**config.mk**
```make
export PLATFORM = sky130hd
export DESIGN_NAME = ccff_chain_loader
export DESIGN_NICKNAME = d
export VERILOG_FILES = /design/src/rtl/ccff_chain_loader.sv
export SDC_FILE = /design/constraint.sdc
export NUM_CORES = 1
export LEC_CHECK = 0
export BUFFER_PORTS_ARGS = -buffer_cell sky130_fd_sc_hd__buf_2
export CORE_MARGIN = 2
export CORE_UTILIZATION = 36
export CTS_BUF_LIST = sky130_fd_sc_hd__clkbuf_16
export CTS_CLUSTER_SIZE = 10
export DETAILED_ROUTE_END_ITERATION = 12
export SLEW_MARGIN = 0
export SYNTH_ARGS = -nofsm -noshare
export SYNTH_HDL_FRONTEND = slang
export SYNTH_SLANG_ARGS = --single-unit
```
**constraint.sdc**
```tcl
create_clock -name prog_clk -period 6.3 [get_ports prog_clk]
set_input_delay 0.63 -clock prog_clk [delete_from_list [all_inputs] [get_ports prog_clk]]
set_output_delay 0.63 -clock prog_clk [all_outputs]
set_load 0.005 [all_outputs]
```
**src/rtl/ccff_chain_loader.sv**
```systemverilog
// Shifts a word-serial host bitstream MSB-first into the config chain (load), or recirculates tail->head and compares (verify).
// Registered controls, one bit per cycle; s_ready holds off the host whenever the word buffer still has bits left to shift.
module ccff_chain_loader #(
  parameter int CHAIN_LEN = 36,
  parameter int WORD_W    = 8
) (
  input  logic                           prog_clk,
  input  logic                           pReset,
  input  logic                           cmd_load,
  input  logic                           cmd_verify,
  input  logic [WORD_W-1:0]              s_data,
  input  logic                           s_valid,
  output logic                           s_ready,
  output logic                           ccff_head,
  output logic                           ccff_clk_en,
  input  logic                           ccff_tail,
  output logic                           busy,
  output logic                           done,
  output logic                           verify_err,
  output logic [$clog2(CHAIN_LEN+1)-1:0] bit_cnt
);

  localparam int CW = $clog2(CHAIN_LEN + 1);
  localparam int IW = $clog2(WORD_W + 1);
  localparam logic [CW-1:0] LEN_C  = CW'(CHAIN_LEN);
  localparam logic [CW-1:0] LEN_M1 = CW'(CHAIN_LEN - 1);
  localparam logic [CW-1:0] CNT_1  = CW'(1);
  localparam logic [IW-1:0] WORD_C = IW'(WORD_W);
  localparam logic [IW-1:0] IDX_1  = IW'(1);

  typedef enum logic [1:0] {IDLE, LOAD, VERIFY, FINISH} state_t;

  state_t            state_q, state_d;
  logic [WORD_W-1:0] buf_q, buf_d;
  logic [IW-1:0]     idx_q, idx_d;
  logic [CW-1:0]     cnt_q, cnt_d;
  logic              head_q, head_d;
  logic              en_q, en_d;
  logic              rdy_q, rdy_d;
  logic              busy_q, busy_d;
  logic              done_q, done_d;
  logic              err_q, err_d;
  logic              vmode_q, vmode_d;

  always_comb begin
    state_d = state_q;
    buf_d   = buf_q;
    idx_d   = idx_q;
    cnt_d   = cnt_q;
    head_d  = head_q;
    err_d   = err_q;
    case (state_q)
      IDLE: begin
        if (cmd_load || cmd_verify) begin
          state_d = cmd_load ? LOAD : VERIFY;
          idx_d   = '0;
          cnt_d   = '0;
          err_d   = 1'b0;
        end
      end
      LOAD, VERIFY: begin
        // en_q marks this cycle as a shift of the buffer MSB (idx_q counts bits still unshifted)
        if (en_q) begin
          buf_d = buf_q << 1;
          idx_d = idx_q - IDX_1;
          cnt_d = cnt_q + CNT_1;
          if (state_q == VERIFY && ccff_tail != buf_q[WORD_W-1]) begin
            err_d = 1'b1;
          end
        end
        if (s_valid && rdy_q) begin
          buf_d = s_data;
          idx_d = WORD_C;
        end
        if (cnt_d == LEN_C) begin
          state_d = FINISH;
        end
      end
      default: state_d = IDLE;
    endcase

    busy_d  = (state_d == LOAD) || (state_d == VERIFY);
    vmode_d = (state_d == VERIFY);
    en_d    = busy_d && (idx_d != '0) && (cnt_d < LEN_C);
    if (en_d && state_d == LOAD) begin
      head_d = buf_d[WORD_W-1];
    end
    rdy_d  = busy_d && ((idx_d == '0) || (en_d && idx_d == IDX_1 && cnt_d < LEN_M1));
    done_d = (state_d == FINISH);
  end

  always_ff @(posedge prog_clk) begin
    if (pReset) begin
      state_q <= IDLE;
      buf_q   <= '0;
      idx_q   <= '0;
      cnt_q   <= '0;
      head_q  <= 1'b0;
      en_q    <= 1'b0;
      rdy_q   <= 1'b0;
      busy_q  <= 1'b0;
      done_q  <= 1'b0;
      err_q   <= 1'b0;
      vmode_q <= 1'b0;
    end else begin
      state_q <= state_d;
      buf_q   <= buf_d;
      idx_q   <= idx_d;
      cnt_q   <= cnt_d;
      head_q  <= head_d;
      en_q    <= en_d;
      rdy_q   <= rdy_d;
      busy_q  <= busy_d;
      done_q  <= done_d;
      err_q   <= err_d;
      vmode_q <= vmode_d;
    end
  end

  // Recirculation must be a wire: a flop in the loop would make it CHAIN_LEN+1 long and rotate the contents.
  assign ccff_head   = vmode_q ? ccff_tail : head_q;
  assign ccff_clk_en = en_q;
  assign s_ready     = rdy_q;
  assign busy        = busy_q;
  assign done        = done_q;
  assign verify_err  = err_q;
  assign bit_cnt     = cnt_q;

endmodule

```
### After elaboration in Yosys (flattened, before gate mapping)

Cells that the tools add are included.

| word-level totals | value |
|---|---|
| input port bits | 14 |
| output and inout bits | 12 |
| bits in registers | 27 |
| word-level logic and storage cells | 66 |

| cells by class | value |
|---|---|
| reduce and logical (&&, ||, !) cells | 19 |
| multiplexer cells | 20 |
| equality and inequality tests | 11 |
| magnitude comparators | 2 |
| add/subtract/negate cells | 2 |

Operators with widths:

| kind | number |
|---|---|
| two-way mux 8 bit | 3 |
| two-way mux 6 bit | 3 |
| < comparator 6 bit (second input constant) | 2 |
| two-way mux 4 bit | 3 |
| case mux 6 bit (2 select lines) | 1 |
| logical AND 1 bit | 8 |
| case mux 4 bit (2 select lines) | 1 |
| adder 6 x 1 -> 6 bit (second input constant) | 1 |
| == test 2 bit (second input constant) | 3 |
| == test 6 bit (second input constant) | 1 |
| two-way mux 2 bit | 3 |
| != test 2 bit (second input constant) | 3 |
| == test 2 x 1 -> 1 bit (second input constant) | 2 |
| == test 4 x 1 -> 1 bit (second input constant) | 1 |
| zero test 4 bit | 1 |
| two-way mux 1 bit | 4 |
| case mux 2 bit (2 select lines) | 1 |
| AND reduction 4 bit | 1 |
| nonzero test 2 bit | 2 |
| nonzero test 4 bit | 1 |
| subtractor 4 x 1 -> 4 bit (second input constant) | 1 |
| logical OR 1 bit | 3 |
| zero test 2 bit | 1 |
| case mux 1 bit (2 select lines) | 1 |
| other kinds (3) | 3 |

### Logic depth before layout (Yosys ltp)

Gate-level depths: netlist of run 1.

| depth | value |
|---|---|
| word-level depth | 14 |
| depth in mapped cells | 12 |
| gate-level depth less buffers | 12 |

### Least setup slack after synthesis of run 1

No wires, ideal clock.

| timing path | value |
|---|---|
| kind | flip-flop to flip-flop |
| start | register state_q[1] |
| end | register head_q |
| setup slack | 3.923 ns |
| buffers on the path | 1 |
| stages on the path, launching flop included | 13 |
| library setup time | 0.123 ns |
| data arrival time | 2.254 ns |
| required time | 6.177 ns |
| clock period less this slack | 2.377 ns |
| cells stage by stage | dfxtp_1 > inv_1 > ha_1 > nand2b_1 > buf_2 > nor4b_1 > nand3_1 > and2_1 > inv_1 > ha_1 > inv_1 > o2111ai_1 > mux2_1 |

| on the way | value |
|---|---|
| longest elaborated chain between the ends | 8 |
| elaborated cells on any way between the ends | 18 |
| those cells by class | order compare: 1; eq/ne: 4; mux: 6; reduce/logical: 7 |

Ends and longest elaborated chain:

| item | RTL line | source |
|---|---|---|
| start, declared | 33 | `state_t state_q, state_d;` |
| start signal, assigned | 106 | `state_q <= state_d;` |
| == test 2 bit / == test 2 x 1 -> 1 bit (equally long branches) | 52 | `case (state_q)` |
| OR reduction 2 bit | 52 |  |
| case mux 2 bit (2 select lines) (*) | 52 |  |
| via state_d[1] | 33 |  |
| == test 2 x 1 -> 1 bit / == test 2 bit (equally long branches) | 82, 85 |  |
| logical OR 1 bit | 82 | `busy_d = (state_d == LOAD) \|\| (state_d == VERIFY);` |
| logical AND 1 bit (2 in a row) | 84 | `en_d = busy_d && (idx_d != '0) && (cnt_d < LEN_C);` |
| logical AND 1 bit (*) | 85 | `if (en_d && state_d == LOAD) begin` |
| end signal, assigned | 98 | `head_q <= 1'b0;` |
| end signal, assigned | 110 | `head_q <= head_d;` |
| end, declared | 37 | `logic head_q, head_d;` |

The timed path passes the listed nets; every way through them passes the cells marked *.
A chain may end at the register's enable or synchronous reset.

### Final worst setup path of run 1

Same ends and word-level chain as after synthesis.

==> results of run 1 <==
## sequential cells by signal, summed over array words and instances, names as in the netlist, 2 cells and up
register,cells
idx_q,4
state_q,2
buf_q,8
bit_cnt,6
## kinds of logic (layout without fill, tap and decap cells)
| kind of cell | Yosys count | count (layout) |
|---|---|---|
| multiplexers | 3 | 3 |
| AO/OA/AOI/OAI | 46 | 46 |
| adder cells (fa/ha/maj) | 8 | 8 |
| XOR/XNOR | 3 | 3 |
| buffers and inverters | 21 | 40 |
| flip-flops | 27 | 27 |
| AND/OR/NAND/NOR | 75 | 75 |
## layout by cell type, fill, tap and decap left out, types with 3 or more instances in the layout
| cell | netlist | routed |
|---|---|---|
| clkbuf_16 | 0 | 3 |
| buf_2 | 4 | 25 |
| ha_1 | 8 | 8 |
| a21oi_1 | 7 | 7 |
| nor3_1 | 6 | 6 |
| o21ai_0 | 14 | 14 |
| or3_1 | 8 | 8 |
| nand2_1 | 11 | 11 |
| dfxtp_1 | 27 | 27 |
| a311oi_1 | 3 | 3 |
| inv_1 | 11 | 12 |
| nor2_1 | 22 | 22 |
| nand3_1 | 3 | 3 |
| a211oi_1 | 6 | 6 |
| nor2b_1 | 6 | 6 |
## layer usage
metal  up-vias  routed length, um  share of wire
li1        697                  -              -
met4         0                 66          0.019
met1       637               1840           0.54
met5         -                  0              0
met2        26               1400           0.41
met3         7                 91          0.027
## final timing paths
kind / from / to / slack, ps
hold / removal: buf_q[0]$_SDFFE_PP0P_ / buf_q[0]$_SDFFE_PP0P_ / 480
setup / recovery: state_q[1]$_SDFF_PP0_ / head_q$_SDFFE_PP0P_ / 3280
setup reg to reg: state_q[1]$_SDFF_PP0_ / head_q$_SDFFE_PP0P_ / 3280
hold reg to reg: buf_q[0]$_SDFFE_PP0P_ / buf_q[0]$_SDFFE_PP0P_ / 480
## final cells by class
type                    count  area (um2)  area share
inverters                  11        41.3      0.0237
clock inverters             1        3.75     0.00216
multi-input cells         135         892       0.513
well taps                  50        62.6      0.0359
flip-flops and latches     27         541       0.311
clock buffers               3        75.1      0.0431
repair buffers             25         125      0.0719
## stage by stage
step	instance area [um2]	worst slack (ps)	util
global route	1740	3050	0.432
CTS	1740	3260	0.432
detailed placement	1660	3260	0.412
finish	1740	3280	0.432
floorplan	1520	3920	-
global placement	1660	3400	0.412
## power by group through the flow
stage | registers (uW) | logic (uW) | clock network, uW
2_1_floorplan | 185 | 48.6 | 0
3_3_place_gp | 186 | 65.5 | 0
3_5_place_dp | 186 | 64.3 | 0
4_1_cts | 182 | 65.1 | 146
5_1_grt | 183 | 73.3 | 156
6_report | 182 | 65.3 | 146
## tightest hold or removal path, stage by stage, from the launching register on
cell	delay [ps]
dfxtp_1	330
a32oi_1	60
nor2_1	70
==> out/qor.yml, run 1 <==
run_status:
  status: "finished clean"
drt:
  drt-total-wl_mm: 3.40
  ant_nets: 0
  drc: 0
  drt_iter0_drc: 92
  drt_pass1_iterations: 4
  wl_per_cell_um: 13.5
  avgViaCountPerCell: 5.42
  dr_total_vias: 1367
worst_setup_path:
  crit_path_end_kind: "flip-flop"
  cp_num_cells: 11
  critical_path.top_delay_family: "simple AND/OR/NAND/NOR gates"
  path_buf_inv: 3
  worstPathRequired_ps: 6460
  rr_worst_depth: 11
  crit_chain: "inv_1 -> ha_1 -> nand2b_1 -> nor4b_1 -> nand3_1 -> and2_1 -> inv_1 -> ha_1 -> inv_1 -> o2111ai_1 -> mux2_1"
  start_kind: "flip-flop"
  worstPathArrival_ps: 3180
  cp_slowest_cell: "ha_1"
  cpPeakStageDelay_ps: 570
  crit_path_max_fanout: 14
  crit_path_frequent_cell: "inv_1"
  crit_type: "flip-flop to flip-flop"
power:
  p_per_area_nw_per_um2: 226
  switching_share: 0.271
  power.share.combinational: 0.166
  fin_total_pwr_uw: 393
  seqPwrFrac: 0.464
  switchingPower_uw: 106
  internal_power_uw: 287
  power_frac_clock: 0.370
  ir_drop_v: 0.0000990
  p_leak_uw: 0.000709
clock_network:
  root_buffer: "clkbuf_16"
  post_cts_resized: 0
  clk_pin_slew_worst_paths_ps: 70
  clk_latency_ps: 260
  h-tree-depth: 1
  cts_sinks: 27
  cts.path.max_buffers: 2
  ctsHoldBuffers: 0
  post_cts_buffers: 0
  cts_made_buffers: 3
  cts_tree: "done"
synthesis:
  muxShareOfSynthArea: 0.0222
  synthDominantCellAreaShare: 0.355
  syn_area_um2: 1520
  synth_nets: 205
  synth-adder-area-share: 0.0657
  yosys.area.top_type: "dfxtp_1"
  yosys.cell_count.top_type: "dfxtp_1"
  synthTopCellsByArea: "dfxtp_1 (35%), ha_1 (6.6%), nor2_1 (5.4%)"
  synth-xor-area-share: 0.0172
  synth-main-ff-cell: "dfxtp_1"
  synth_cell_types: 49
  yosysSeqAreaShare: 0.355
  avgSynthCellArea_um2: 8.33
  synthCells: 183
  async_flop_share: 0
  synth_compound_area_frac: 0.208
  synth_top_family_by_area: "simple AND/OR/NAND/NOR gates"
  synth-seq-cells: 27
  synth_commonest_cells: "dfxtp_1 (27), nor2_1 (22), o21ai_0 (14)"
  synth_edf_count: 0
  synthSimpleGateAreaFrac: 0.273
  yosys_warnings: 0
sta:
  skew_ps: 2.52
  fmax_ghz: 0.331
  worstMarginPinSlew_ps: 540
  period_share: 0.480
  rsz0062_at_grt: "false"
  finalMaxSlewViolations: 0
  final-setup-viol-count: 0
  holdWs_ps: 485
  min_period_ps: 3020
  slew_headroom: 0.639
  hold_viol: 0
  final.setup.tns_ps: 0
final_layout:
  fin_nets: 225
  diodes: 0
  nFillCells: 422
  final_cells: 252
  drive_gt1_frac: 0.188
  area_growth_pct: 14.2
global_routing:
  grt_usage: 0.149
  antenna_found_initial: 0
  grt_max_degree: 27
  met2_usage: 0.216
  met3_usage: 0.0234
  grt_overflow: 0
  grt_pass1_wl_mm: 5.83
  first_global_vias: 1250
  grt-busiest-layer: "met1"
  use_met1: 0.218
die:
  initial_utilization: 0.378
  dieArea_um2: 4770
  die_x_um: 69.1
  io_pins: 26
  coreArea_um2: 4030
  fp-row-count: 23
  die_h_um: 69.1
placed_design:
  gp_congestion: 0.819
  io_buffers: 25
  dpl.cell_count: 248
  hpwl_mm: 2.40
worst_hold_path:
  hold_path.class: "flip-flop to flip-flop"
  hold_path_depth: 2
flow_run:
  drv_cap: 0
(Power assumes the default switching activity.)
==> run 2, diff against run 1 <==
Clock period 6.3 ns to 2.96 ns, I/O delays scaled along.
==> run 2 against run 1 <==
Critical path depth did not move. First-iteration DRC count fell by 47%. Critical endpoint unchanged. Worst setup slack got worse by 2900 ps. Die area did not move. Design area rose by 1.3%. Count of clock-buffer cells in the layout did not move. Register-to-register slack got worse by 2900 ps.
==> out/qor.yml, run 2 (same netlist as run 1, synthesis figures left out) <==
worst_setup_path:
  crit_path_max_fanout: 9  # was 14
  path_buf_inv: 2  # was 3
  critical_path.top_delay_family: "simple AND/OR/NAND/NOR gates"  # unchanged
  worstPathArrival_ps: 2760  # was 3180 ps
  cpPeakStageDelay_ps: 490  # was 570 ps
  crit_type: "flip-flop to flip-flop"  # unchanged
  cp_slowest_cell: "dfxtp_1"  # was ha_1
  worstPathRequired_ps: 3110  # was 6460 ps
  crit_path_end_kind: "flip-flop"  # unchanged
  start_kind: "flip-flop"  # unchanged
  crit_chain: "ha_1 -> nand2_1 -> xor2_1 -> nor4b_1 -> nand3_1 -> and2_1 -> inv_1 -> ha_1 -> inv_1 -> o2111ai_1 -> mux2_1"  # was inv_1 -> ha_1 -> nand2b_1 -> nor4b_1 -> nand3_1 -> and2_1 -> inv_1 -> ha_1 -> inv_1 -> o2111ai_1 -> mux2_1
clock_network:
  root_buffer: "clkbuf_16"  # unchanged
  post_cts_buffers: 0  # unchanged
  cts_sinks: 27  # unchanged
  clk_pin_slew_worst_paths_ps: 60  # was 70 ps
  cts.path.max_buffers: 2  # unchanged
  post_cts_resized: 0  # unchanged
  cts_made_buffers: 3  # unchanged
  cts_tree: "done"  # unchanged
  clk_latency_ps: 260  # about the same
  ctsHoldBuffers: 0  # unchanged
  h-tree-depth: 1  # unchanged
placed_design:
  dpl.cell_count: 251  # was 248
  hpwl_mm: 2.57  # was 2.40 mm
  io_buffers: 25  # unchanged
  gp_congestion: 0.801  # was 0.819
  dpl_worst_slack_ps: 371  # was 3260 ps
drt:
  dr_total_vias: 1377  # was 1367
  avgViaCountPerCell: 5.40  # was 5.42
  drc: 0  # unchanged
  drt-total-wl_mm: 3.56  # was 3.40 mm
  drt_pass1_iterations: 4  # unchanged
  drt_iter0_drc: 49  # was 92
  ant_nets: 0  # unchanged
  wl_per_cell_um: 13.9  # was 13.5 um
global_routing:
  grt_pass1_wl_mm: 6.18  # was 5.83 mm
  first_global_vias: 1327  # was 1250
  antenna_found_initial: 0  # unchanged
  grt_max_degree: 27  # unchanged
  grt_overflow: 0  # unchanged
  grt_usage: 0.156  # was 0.149
power:
  ir_drop_v: 0.000218  # was 0.0000990 V
  p_leak_uw: 0.000723  # was 0.000709 uW
  p_per_area_nw_per_um2: 473  # was 226 nW/um2
  fin_total_pwr_uw: 834  # was 393 uW
run_status:
  status: "finished clean"  # unchanged
die:
  coreArea_um2: 4030  # unchanged
  fp-row-count: 23  # unchanged
  dieArea_um2: 4770  # unchanged
  initial_utilization: 0.378  # unchanged
  die_x_um: 69.1  # unchanged
  die_h_um: 69.1  # unchanged
  io_pins: 26  # unchanged
sta:
  slew_headroom: 0.645  # was 0.639
  holdWs_ps: 301  # was 485 ps
  layout_setup_ws_ps: 341  # was 3280 ps
  final.setup.tns_ps: 0  # unchanged
  min_period_ps: 2620  # was 3020 ps
  skew_ps: 4.11  # was 2.52 ps
  fmax_ghz: 0.382  # was 0.331 GHz
  final-setup-viol-count: 0  # unchanged
  finalMaxSlewViolations: 0  # unchanged
  period_share: 0.885  # was 0.480
  rsz0062_at_grt: "false"  # unchanged
  hold_viol: 0  # unchanged
  worstMarginPinSlew_ps: 532  # was 540 ps
final_layout:
  area_growth_pct: 15.7  # was 14.2%
  max_flop_register: "buf_q"  # unchanged
  final_cells: 255  # was 252
  drive_gt1_frac: 0.200  # was 0.188
  final_cell_mix: "dfxtp_1 (27), buf_2 (25), nor2_1 (22)"  # unchanged
  fin_nets: 228  # was 225
  nFillCells: 421  # was 422
  largest_reg_flops: 8  # unchanged
  final_common_cell: "dfxtp_1"  # unchanged
  diodes: 0  # unchanged
worst_hold_path:
  hold_path.class: "input port to flip-flop"  # was flip-flop to flip-flop
flow_run:
  drv_cap: 0  # unchanged
run 2: cell types whose count changed in the layout (fill, tap and decap cells not counted), sizes merged:
| cell | previous run | this run |
|---|---|---|
| buf | 25 | 28 |
run 2: per-stage QoR:
stage	area, um2	utilization
2_1_floorplan	1520	-
3_3_place_gp	1680	0.418
3_5_place_dp	1680	0.418
4_1_cts	1760	0.438
5_1_grt	1760	0.438
6_report	1760	0.438
run 2: routing by layer:
metal  share of wire  wire (um)  track usage  vias up
li1                -          -            -      704
met1            0.53       1880        0.230      648
met2            0.43       1530        0.225       19
met3           0.021         75       0.0190        6
met4           0.018         65       0.0675        0
met5               0          0            0        -
run 2: final timing paths:
path	slack (ps)	endpoint	from	depth (start not counted)
setup / recovery	340	head_q$_SDFFE_PP0P_	bit_cnt[0]$_SDFF_PP0_	11
hold / removal	300	buf_q[0]$_SDFFE_PP0P_	s_data[0]	3
setup reg to reg	340	head_q$_SDFFE_PP0P_	bit_cnt[0]$_SDFF_PP0_	11
hold reg to reg	480	buf_q[0]$_SDFFE_PP0P_	buf_q[0]$_SDFFE_PP0P_	2
run 2: report_power, final:
| part | switching, uW | total, uW | internal (uW) |
|---|---|---|---|
| Clock | 118 | 299 | 181 |
| Combinational | 91.1 | 148 | 56.6 |
| Sequential | 9.88 | 388 | 378 |
run 2: worst register-to-register path, stage by stage (launching register included):
cell and delay (ps):
dfxtp_1 490, ha_1 260, nand2_1 110, xor2_1 180, nor4b_1 250, nand3_1 180
and2_1 210, inv_1 90, ha_1 250, inv_1 60, o2111ai_1 100, mux2_1 330
run 2: cell type report:
type / count / area [um2] / area share
inverter: 11 / 41.3 / 0.0234
tap: 50 / 62.6 / 0.0355
clock buffer: 3 / 75.1 / 0.0426
timing repair buffer: 28 / 148 / 0.0837
clock inverter: 1 / 3.75 / 0.00213
sequential: 27 / 541 / 0.307
multi-input combinational: 135 / 892 / 0.506
